**src/rtl/cache_fill_fsm.sv**
```systemverilog
// ----------------------------------------------------------------------------
// cache_fill_fsm
//
// Fills one cache block after a lookup miss. It issues one word read per
// cycle to the RAM controller, writes each returned word into the data array
// in request order, writes the tag with the last word, and pulses fill_done.
//
// Optional feature macro: CACHE_FILL_CRITICAL_WORD_FIRST_EN
//   defined   : requests/returns start at the missing word's offset and wrap
//   undefined : requests/returns start at offset 0 and ascend
//
// Ports
//   clk               in   single clock, rising edge
//   rst               in   synchronous active-high reset
//   miss_detected     in   lookup missed (held by the cache until fill_done)
//   miss_address      in   16-bit byte address of the missing access
//   fsm_busy          out  pipeline stall, fill start through fill_done cycle
//   memory_enable     out  one-cycle word read request
//   memory_address    out  byte address of the requested word
//   memory_data_valid in   a returned word is present this cycle
//   memory_data_in    in   returned word
//   write_data_array  out  write data_word at data_offset
//   data_offset       out  word offset within the block for the data write
//   data_word         out  word to write (memory_data_in, combinational)
//   write_tag_array   out  write tag/valid for the block
//   fill_done         out  one-cycle completion pulse
// ----------------------------------------------------------------------------
module cache_fill_fsm #(
    parameter int WORDS_PER_BLOCK = 8,
    localparam int OFF_W = $clog2(WORDS_PER_BLOCK)
) (
    input  logic             clk,
    input  logic             rst,
    input  logic             miss_detected,
    input  logic [15:0]      miss_address,
    output logic             fsm_busy,
    output logic             memory_enable,
    output logic [15:0]      memory_address,
    input  logic             memory_data_valid,
    input  logic [15:0]      memory_data_in,
    output logic             write_data_array,
    output logic [OFF_W-1:0] data_offset,
    output logic [15:0]      data_word,
    output logic             write_tag_array,
    output logic             fill_done
);

    localparam int CNT_W = OFF_W + 1;
    localparam int BLK_W = 15 - OFF_W;
    localparam logic [CNT_W-1:0] WORDS     = CNT_W'(WORDS_PER_BLOCK);
    localparam logic [CNT_W-1:0] LAST_WORD = CNT_W'(WORDS_PER_BLOCK - 1);

    localparam logic [1:0] ST_IDLE = 2'd0;
    localparam logic [1:0] ST_FILL = 2'd1;
    localparam logic [1:0] ST_DONE = 2'd2;

    logic [1:0]       state_reg;
    logic [BLK_W-1:0] blk_reg;        // block-aligned part of the base address
    logic [OFF_W-1:0] start_off_reg;  // first word offset of this fill
    logic [CNT_W-1:0] req_cnt_reg;    // requests issued so far
    logic [CNT_W-1:0] ret_cnt_reg;    // words returned so far

    logic [OFF_W-1:0] start_off_next;
    logic [OFF_W-1:0] req_off;
    logic [OFF_W-1:0] ret_off;
    logic             in_fill;
    logic             req_fire;
    logic             ret_fire;
    logic             ret_last;

`ifdef CACHE_FILL_CRITICAL_WORD_FIRST_EN
    assign start_off_next = miss_address[OFF_W:1];
`else
    assign start_off_next = '0;
`endif

    // Low address bits only select the starting word (or nothing at all).
    logic unused_addr_bits;
    assign unused_addr_bits = ^miss_address[OFF_W:0];

    // OFF_W-bit additions wrap modulo the block size, so the generated
    // address never carries out of the block.
    assign req_off = start_off_reg + req_cnt_reg[OFF_W-1:0];
    assign ret_off = start_off_reg + ret_cnt_reg[OFF_W-1:0];

    // Outputs are gated with rst so they read 0 during the reset cycle too,
    // regardless of the state left over from an interrupted fill.
    assign in_fill  = !rst && (state_reg == ST_FILL);
    assign req_fire = in_fill && (req_cnt_reg < WORDS);
    assign ret_fire = in_fill && memory_data_valid && (ret_cnt_reg < WORDS);
    assign ret_last = ret_fire && (ret_cnt_reg == LAST_WORD);

    assign fsm_busy         = !rst && (state_reg != ST_IDLE);
    assign memory_enable    = req_fire;
    assign memory_address   = req_fire ? {blk_reg, req_off, 1'b0} : 16'd0;
    assign write_data_array = ret_fire;
    assign data_offset      = ret_fire ? ret_off : '0;
    assign data_word        = memory_data_in;
    assign write_tag_array  = ret_last;
    assign fill_done        = !rst && (state_reg == ST_DONE);

    always_ff @(posedge clk) begin
        if (rst) begin
            state_reg     <= ST_IDLE;
            blk_reg       <= '0;
            start_off_reg <= '0;
            req_cnt_reg   <= '0;
            ret_cnt_reg   <= '0;
        end else begin
            case (state_reg)
                ST_IDLE: begin
                    if (miss_detected) begin
                        state_reg     <= ST_FILL;
                        blk_reg       <= miss_address[15:OFF_W+1];
                        start_off_reg <= start_off_next;
                        req_cnt_reg   <= '0;
                        ret_cnt_reg   <= '0;
                    end
                end
                ST_FILL: begin
                    // miss_detected is deliberately not looked at here: once
                    // started, a fill always runs to completion.
                    if (req_fire) begin
                        req_cnt_reg <= req_cnt_reg + 1'b1;
                    end
                    if (ret_fire) begin
                        ret_cnt_reg <= ret_cnt_reg + 1'b1;
                    end
                    if (ret_last) begin
                        state_reg <= ST_DONE;
                    end
                end
                ST_DONE: begin
                    // Always pass through IDLE so back-to-back misses are
                    // separated by at least one idle cycle.
                    state_reg <= ST_IDLE;
                end
                default: begin
                    state_reg <= ST_IDLE;
                end
            endcase
        end
    end

endmodule

```
**config.mk**
```make
export PLATFORM = sky130hd
export DESIGN_NAME = cache_fill_fsm
export DESIGN_NICKNAME = d
export VERILOG_FILES = /design/src/rtl/cache_fill_fsm.sv
export SDC_FILE = /design/constraint.sdc
export NUM_CORES = 1
export LEC_CHECK = 0
export ABC_AREA = 1
export ABC_CLOCK_PERIOD_IN_PS = 2400
export CAP_MARGIN = 20
export CORE_MARGIN = 5
export CORE_UTILIZATION = 41
export CTS_CLUSTER_DIAMETER = 60
export CTS_CLUSTER_SIZE = 20
export DETAILED_ROUTE_END_ITERATION = 8
export PLACE_DENSITY = 0.85
export SLEW_MARGIN = 10
export SYNTH_ARGS = -nofsm -noshare
export SYNTH_HDL_FRONTEND = slang
export SYNTH_SLANG_ARGS = --single-unit
```
**constraint.sdc**
```tcl
create_clock -name clk -period 2.4 [get_ports clk]
set_input_delay 0.24 -clock clk [delete_from_list [all_inputs] [get_ports clk]]
set_output_delay 0.24 -clock clk [all_outputs]
set_load 0.01 [all_outputs]
```
==> parameters.txt <==
Parameter                              Value

Logic synthesis
  Post-Syn Instances ... 174
  Part of the Yosys area used for sequential elements ... 32.3%
  Post-synthesis sequential element count ... 22
  Area leader, netlist ... dfxtp_1
  Net count after synthesis ... 212
  Leading post-synthesis cells by cell area ... dfxtp_1 (32%), buf_4 (11%), inv_1 (7.4%), nand3_2 (7.3%), nor2_1 (5.0%)
  Unique masters post-synth ... 27
  Cell with the most instances after synthesis ... inv_1
  FFs w/ async S/R, synth ... 0%
  Top cells by instance count after synthesis ... inv_1 (27), dfxtp_1 (22), buf_4 (20)
  Post-synthesis cell area ... 0.00136 mm²
  Average footprint of a synthesized cell ... 7.84 µm²
  Yosys warns ... 0
  Number of synthesized flops with an enable pin ... 0
  Area share of the largest cell type after synthesis ... 32.3%
  Synth Flop Type ... dfxtp_1

Global routing
  GRT Util Overall ... 12.4%
  Residual overflow from global routing ... 0
  Maximum number of pins on one net before global-route repair ... 21
  Initial antenna violation count ... 0
  Number of global-route vias before repair ... 1,057
  Wire length of the first global-routing pass ... ~4.4 mm

Final layout
  Number of inserted filler cells in the final layout ... 330
  Fraction of final layout cells with drive strength greater than 1 ... 20.4%
  Core utilization of the finished layout ... 50.8%
  Net count of the finished layout ... 235
  Cell Count, Final, Fillers Out ... 242
  Synth-to-layout area growth ... 22.3%
  Max reg flops ... 12
  Diodes inserted ... 0

Timing
  Share of the cycle needed by the critical path after routing ... 87.9%
  Timing-limited maximum frequency ... about 470 MHz
  Worst slew margin relative to its limit ... 63.0%
  Transition time at the pin with the least slew margin ... 0.553 ns
  Worst Slack Setup Final ... slightly below 0.3 ns
  Final-report max-slew violation count ... 0
  Unrepaired setup endpoints after global routing ... false
  Summed negative setup slack over all endpoints ... 0 ns
  Number of failing setup endpoints in the final timing report ... 0
  Worst setup skew after layout ... 0.00189 ns
  Time the worst path needs with I/O delays and setup ... 2.11 ns
  Count of endpoints failing hold in the final timing report ... 0

Drt
  Final ANT Viol Nets ... 0
  Vias/cell ... 4.55
  Final wirelength ... 2.63 mm
  # DRC ... 0
  Total number of vias ... 1,100
  Amount of wire on met3 after detailed routing ... 152 µm
  Post-detailed-route wirelength per cell ... ~11 µm
  Post-Route M1 WL ... 1.06 mm
  Met2 routed WL ... 1.37 mm
  Highest routed layer ... met4
  DRC violation total after the first TritonRoute iteration ... between 40 and 50
  TritonRoute pass-1 iters ... 5

Placed design
  Count of placed standard cells including taps ... ~240
  Final RePlAce weighted congestion ... ~0.8
  Number of buffers added on ports ... 38
  Dpl ws ... around 0.29 ns
  HPWL after DPL ... 2.03 mm

Setup path
  CP top delay family ... buffers and inverters
  Crit-path slowest cell ... clkdlybuf4s50_1
  Category of the critical setup timing path ... reg2out
  Startpoint class of the critical path ... flip-flop
  Worst path cell trace ... inv_2, nor2_4, nand3_4, nor2_2, nand2_1, inv_1, clkdlybuf4s50_1
  Crit path largest cell delay ... approximately 0.52 ns
  Arrival time worst endpoint ... between 1.5 and 2 ns
  Buf/Inv on CP ... 3
  Max FO, Critical Path ... 9
  Crit. End Element ... output pin
  Required time of the worst setup path ... 2.16 ns

Floorplan
  Vertical extent of the die ... 67.7 µm
  Number of placed I/O pins ... 76
  Site row count ... 21
  Std-Cell Core Area ... 0.00328 mm²
  Initial core utilization ... 41.5%
  Die outline area ... 0.00458 mm²
  Horizontal die dimension ... 67.7 µm

Clock network
  Later-pin clock latency in the skew report ... 0.30 ns
  Worst-path clk slew ... 0.12 ns
  Number of buffers inserted during clock tree synthesis ... 3
  Post-CTS Setup Repair Bufs ... 0
  Deepest level of the CTS H-tree ... 1
  Post-cts hold buffer count ... 0
  CTS tree ... built
  Longest Clk Path Bufs ... 2
  Buffer cell driving the clock tree root ... clkbuf_4
  Post-CTS sizing ... 0
  TritonCTS Sinks ... 22

Min path
  Worst hold-check path type ... reg2reg

Power and ir drop
  Maximum VDD drop ... around 0.24 mV
  Leakage Power ... 0.631 nW
  Power per Cell Area ... between 400 and 500 mW/mm²

Run
  Number of max-capacitance violations reported ... 0

Run status
  Status ... complete, no violations
==> cells by family after synthesis <==
| group | share of synthesized area, % |
|---|---|
| fa+ha+maj | 1.83 |
| xor+xnor | 0.642 |
| buf+inv | 24.2 |
| compound gates | 8.99 |
| flops | 32.3 |
| other cells | 0.275 |
| simple gates | 31.7 |
==> final cells by class <==
| class | instances | area (µm²) | area share (%) |
|---|---|---|---|
| multi-input combinational | 98 | 593 | 35.6 |
| tap | 46 | 57.6 | 3.45 |
| clock buffer | 4 | 36.3 | 2.18 |
| sequential | 22 | 440 | 26.4 |
| inverter | 30 | 118 | 7.05 |
| timing repair buffer | 42 | 423 | 25.4 |
==> power by group <==
| part | leakage, nW | switching, mW | internal (mW) |
|---|---|---|---|
| registers | 0.180 | 0.00974 | 0.386 |
| logic | 0.430 | 0.0957 | 0.0717 |
| clock network | 0.0210 | 0.108 | 0.0924 |
==> metal layers <==
layer  track usage, %  vias to the layer above
met5                0                        -
met4             5.57                        0
met3             3.00                        6
met2             21.7                       22
met1             14.2                      506
li1                 -                      566
==> worst min-delay path: stages, from the launching register on <==
cell and delay, ns:
dfxtp_1 0.32, inv_1 0.06, o21ai_1 0.06
==> placed cells by master (no fill, tap or decap) <==
cell type and instances:
inv_2 1, o21ai_0 4, nor2_2 7, nor2_1 18, o21ai_1 7, clkbuf_8 1, inv_4 2, inv_1 27
nand3_2 10, a21oi_1 5, a21boi_0 1, nand2_4 1, buf_4 3, buf_12 1, nor3_1 3, nand2_1 17
xnor2_1 1, nand4_1 1, nand2_2 1, dfxtp_1 22, ha_1 2, nor2_4 5, nand3_1 9, clkbuf_4 3
nand3_4 1, o21ai_2 3, conb_1 1, clkdlybuf4s50_1 38, a21oi_2 1
==> per-stage QoR <==
| step | hold WS, ns | cell area [µm²] | total power, mW |
|---|---|---|---|
| after CTS | 0.480 | 1670 | 0.772 |
| after global routing | 0.480 | 1670 | 0.804 |
| final | 0.476 | 1670 | 0.763 |
| after floorplan | 0.372 | 1360 | 0.550 |
| after global placement | 0.459 | 1630 | 0.570 |
| after detailed placement | 0.461 | 1630 | 0.574 |
==> final timing paths <==
kind                 from              end  slack, ns  depth (start not counted)
max          state_reg[0]  write_tag_array       0.29                          7
min            blk_reg[8]       blk_reg[8]       0.48                          2
max reg2reg  state_reg[1]       blk_reg[6]       1.08                          4
min reg2reg    blk_reg[8]       blk_reg[8]       0.48                          2
Power figures use the tool's default switching activity.
